<file path="src/rtl/skew_pkg.sv">
// skew_pkg: shared FSM state type and size defaults for the skew feed controller
package skew_pkg;
  typedef enum logic [2:0] {IDLE, CLEAR, LOAD, DRAIN, FLUSH, DONE} state_e;
  localparam int N_DEF = 32;
  function automatic int drain_len(input int n);
    return 2 * n + 2;
  endfunction
endpackage

</file>
<file path="src/rtl/skew_feed_ctrl.sv">
// skew_feed_ctrl: latches a row, clears/loads/drains a downstream skew FIFO and reports completion
module skew_feed_ctrl
  import skew_pkg::*;
#(
  parameter int N = N_DEF,
  parameter int DRAIN_LEN = drain_len(N)
) (
  input  logic              clk,
  input  logic              rst,
  input  logic              in_valid,
  output logic              in_ready,
  input  logic [N-1:0][7:0] in_data,
  input  logic              stall,
  input  logic              abort,
  output logic [N-1:0][7:0] fifo_data,
  output logic              fifo_clr,
  output logic              fifo_wrt,
  output logic              fifo_rd,
  output logic              array_valid,
  output logic              busy,
  output logic              done,
  output logic              aborted
);
  localparam int CW = $clog2(DRAIN_LEN + 1);
  state_e        r_state, w_nxt;
  logic [CW-1:0] r_cnt;
  logic          w_en;
  // strobes are suppressed while reset or an abort overrides the current state
  assign w_en = !rst && !abort;
  assign in_ready = r_state == IDLE;
  assign busy = r_state != IDLE;
  assign fifo_clr = w_en && r_state == CLEAR;
  assign fifo_wrt = w_en && r_state == LOAD;
  assign fifo_rd = w_en && r_state == DRAIN && !stall;
  assign done = w_en && r_state == DONE;
  // next-state decode; abort outranks every advance outside IDLE
  always_comb begin
    w_nxt = r_state;
    unique case (r_state)
      IDLE:    w_nxt = in_valid ? CLEAR : IDLE;
      CLEAR:   w_nxt = LOAD;
      LOAD:    w_nxt = r_cnt == CW'(N - 1) ? DRAIN : LOAD;
      DRAIN:   w_nxt = (!stall && r_cnt == CW'(DRAIN_LEN - 1)) ? FLUSH : DRAIN;
      FLUSH:   w_nxt = DONE;
      DONE:    w_nxt = IDLE;
      default: w_nxt = IDLE;
    endcase
    if (abort && r_state != IDLE) w_nxt = IDLE;
  end
  // state register
  always_ff @(posedge clk) begin
    if (rst) r_state <= IDLE;
    else r_state <= w_nxt;
  end
  // shared write/read counter, cleared whenever a new state is entered
  always_ff @(posedge clk) begin
    if (rst || w_nxt != r_state) r_cnt <= '0;
    else if (r_state == LOAD || fifo_rd) r_cnt <= r_cnt + CW'(1);
  end
  // row latch, read-valid pipeline stage and abort pulse
  always_ff @(posedge clk) begin
    if (rst) begin
      fifo_data   <= '0;
      array_valid <= 1'b0;
      aborted     <= 1'b0;
    end else begin
      if (in_valid && r_state == IDLE) fifo_data <= in_data;
      array_valid <= fifo_rd;
      aborted     <= abort && r_state != IDLE;
    end
  end
endmodule
</file>
<file path="config.mk">
export PLATFORM = sky130hd
export DESIGN_NAME = skew_feed_ctrl
export DESIGN_NICKNAME = d
export VERILOG_FILES = /design/src/rtl/skew_pkg.sv /design/src/rtl/skew_feed_ctrl.sv
export SDC_FILE = /design/constraint.sdc
export NUM_CORES = 1
export LEC_CHECK = 0
export CAP_MARGIN = 20
export CORE_AREA = 2 2 205 207
export CTS_CLUSTER_DIAMETER = 30
export DETAILED_ROUTE_END_ITERATION = 12
export DIE_AREA = 0 0 207 209
export SYNTH_ARGS = -nofsm -noshare
export SYNTH_HDL_FRONTEND = slang
export SYNTH_SLANG_ARGS = --single-unit
</file>
<file path="constraint.sdc">
create_clock -name clk -period 1.71 [get_ports clk]
set_input_delay 0.2565 -clock clk [delete_from_list [all_inputs] [get_ports clk]]
set_output_delay 0.2565 -clock clk [all_outputs]
set_load 0.01 [all_outputs]
</file>
==> impl_metrics.env <==
export IMPL_status="complete, but fails checks"
export IMPL_violations="negative setup slack"
export IMPL_area_growth_pct=92.7
export IMPL_wl_per_cell_um=15.6
export IMPL_cts_inserted_buffers=68
export IMPL_grtUsageTotal_pct=15.7
export IMPL_cts_tree="yes"
export IMPL_critPathMaxStageDelay_ns=0.31
export IMPL_powerDensity_nw_per_um2=1250
export IMPL_met3_usage_pct=6.25
export IMPL_power_leakage_nw=8.34
export IMPL_io_pins=525
export IMPL_met1_usage_pct=17.6
export IMPL_grt_remaining_overflow=0
export IMPL_gp_congestion=0.767
export IMPL_setup_viol=1
export IMPL_clk_pin_slew_ns=0.04
export IMPL_remaining_drc_errors=0
export IMPL_antenna_left=0
export IMPL_r2r_setup_slack_ns=0.03
export IMPL_cts_root_buf="clkbuf_16"
export IMPL_syn_area_per_cell_um2=8.03
export IMPL_r2r_cells=8
export IMPL_drv_slew=0
export IMPL_grt_pass1_vias=10196
export IMPL_worstReg2RegStart="r_state[1]"
export IMPL_dp_cells=2222
export IMPL_drive_gt1_share_pct=14.8
export IMPL_worst_clock_skew_ns=0.0137
export IMPL_hp_start="rst"
export IMPL_ir_drop_mv=0.874
export IMPL_slowest_stage="dfxtp_2"
export IMPL_vias=10188
export IMPL_final_nets=2031
export IMPL_syn_nets=1448
export IMPL_worstPathCellList="buf_6 > nor3_4 > buf_6 > inv_2 > buf_6"
export IMPL_crit_required_ns=1.45
export IMPL_cts_hold_fix_buffers=0
export IMPL_worst_r2r_endpoint="fifo_data[187]"
export IMPL_antenna_found_initial=0
export IMPL_arrival_ns=1.46
export IMPL_grt_setup_unrepaired="yes"
export IMPL_clock_tree_buffer_depth=3
export IMPL_synth_top_cells_by_area="dfxtp_1 56%, nand2_1 20%, a21oi_1 13%"
export IMPL_via_per_inst=4.31
export IMPL_crit_path_max_fanout=5
export IMPL_holdPathStages=4
export IMPL_start_util_pct=23.0
export IMPL_hold_worst_slack_ns=0.170
export IMPL_slew_headroom_pct=35.2
export IMPL_tightest_slew_ns=0.973
export IMPL_cts_htree_levels=3
export IMPL_first_pass_iters=6
export IMPL_clock_sinks=268
export IMPL_yosys_area_top_type_share_pct=56.4
export IMPL_worstSetupEndpointType="output port"
export IMPL_die_w_um=207
export IMPL_synth_top_area_cell="dfxtp_1"
export IMPL_grt_start_max_net_pins=150
export IMPL_place_hpwl_mm=25.3
export IMPL_port_buffers=524
export IMPL_grt_busiest_layer="met2"
export IMPL_finalHoldViolations=0
export IMPL_drv_cap=0
export IMPL_fin_crit_sh_pct=100
export IMPL_min_path_type="in -> reg"
export IMPL_synth_seq_area_share_pct=56.4
export IMPL_synth_top_family_by_area="simple AND/OR/NAND/NOR gates"
export IMPL_yosys_area_share_xor_xnor_pct=0.552
export IMPL_synth_compound_area_share_pct=14.2
export IMPL_wl_mm=36.9
export IMPL_layout_commonest_cell="nand2_1"
export IMPL_max_freq_mhz=583
export IMPL_critPathKind="reg -> out"
export IMPL_min_period_ns=1.72
export IMPL_setup_ws_ns=-0.00635
export IMPL_die_h_um=209
export IMPL_ys_seq_elements=268
export IMPL_synth_cell_types=34
export IMPL_drt_initial_drc_count=425
export IMPL_synth_mux_area_share_pct=0
export IMPL_synth_simple_area_share_pct=22.6
export IMPL_met2_usage_pct=26.6
export IMPL_syn_inst=1185
export IMPL_ys_warn_count=0
export IMPL_core_area_um2=41300
export IMPL_clk_latency_ns=0.56
export IMPL_rows=75
export IMPL_yosys_area_share_adder_pct=0.473
export IMPL_hold_path_end="array_valid"
export IMPL_cpMostUsedCell="buf_6"
export IMPL_final_cell_mix="509 x nand2_1, 268 x clkdlybuf4s50_1, 263 x dfxtp_1"
export IMPL_syn_area_um2=9520
export IMPL_nFillCells=4129
export IMPL_grt_pass1_wl_mm=55.1
export IMPL_final_cells=2362
export IMPL_dieArea_um2=43300
export IMPL_critPathLaunchType="flip-flop"
-- synthesized netlist by cell type --
cell and number:
or2_0 1, nor3_1 3, nor4b_1 3, or3_1 1, and3_1 2, clkbuf_1 54, o21ai_0 1, a21oi_1 256
a31oi_2 1, dfxtp_1 268, nor2b_1 1, nor3_4 1, buf_6 23, nand3_1 1, nor3b_1 1, nor4b_2 1
nand2b_1 1, a31oi_1 1, or3_4 1, nor2_1 12, o21a_1 1, nand2_1 516, xnor2_1 1, maj3_1 2
nand4_1 4, and2_1 1, inv_1 3, a211oi_1 2, ha_1 2, buf_4 6, a21oi_4 1, a32oi_1 1
xor2_1 5, buf_2 7
-- cell type report --
class / count / area (µm²) / area share, %
Antenna cell: 1 / 2.50 / 0.0136
Clock buffer: 94 / 1920 / 10.5
Clock inverter: 30 / 475 / 2.59
Inverter: 3 / 11.3 / 0.0614
Multi-Input combinational cell: 824 / 3870 / 21.1
Sequential cell: 268 / 5380 / 29.3
Tap cell: 539 / 674 / 3.68
Timing Repair Buffer: 603 / 6010 / 32.8
-- power by group --
part           internal [W]  total (W)  switching, W
logic               0.00152    0.00288       0.00136
clock network       0.00945     0.0132       0.00379
registers           0.00667    0.00686      0.000192
total                0.0176     0.0230       0.00534
-- worst max-delay path, delay by kind of cell, from the launching register on --
family                 cells  cell delay, ns
buffers and inverters      4            0.41
AND/OR/NAND/NOR            1            0.20
flip-flops                 1            0.31
-- logic make-up after synthesis --
logic type | Yosys count
xor gates and xnor gates | 6
adders and majority gates | 4
buffers and inverters | 93
and+or+nand+nor | 550
DFF | 268
AOI/OAI and AO/OA | 264
-- worst max path at each step --
stage                          start        to  slack [ns]
after CTS                 r_state[2]  fifo_clr       -0.05
final                     r_state[1]      busy      -0.006
after floorplan             r_cnt[1]  r_cnt[0]        0.19
after global routing      r_state[1]      busy       -0.08
after global placement         abort  fifo_clr       -0.42
after detailed placement       abort  fifo_clr       -0.43
-- sequential cells by signal, summed over array words and instances (netlist names) --
signal and flops:
aborted 1, r_cnt 7, array_valid 1, fifo_data 256
r_state 3
-- metrics by stage --
stage	worst slack [ns]	total power (W)	TNS [ns]	utilization, %	instance area [µm²]
floorplan	0.194	0.00806	0	-	9520
global placement	-0.416	0.00986	-2.88	37.8	15600
detailed placement	-0.428	0.00989	-3.44	37.8	15600
CTS	-0.0465	0.0231	-0.0996	43.0	17800
global route	-0.0808	0.0239	-3.67	44.4	18300
finish	-0.00635	0.0230	-0.00635	44.4	18300
-- per-layer routing --
metal | part of all wire (%) | wire, µm | up-vias
met3 | 9.3 | 3410 | 67
met4 | 2.4 | 880 | 0
met5 | 0 | 0 | -
li1 | - | - | 5012
met2 | 48 | 17800 | 444
met1 | 40 | 14800 | 4665
-- what timing repair did --
action,4_1_cts,5_1_grt
setup buffers,4,4
pin swaps,2,7
resized for setup,262,103
cloned,0,7
setup endpoints to repair,235,139
No activity file was read; power rests on OpenSTA's default activity.
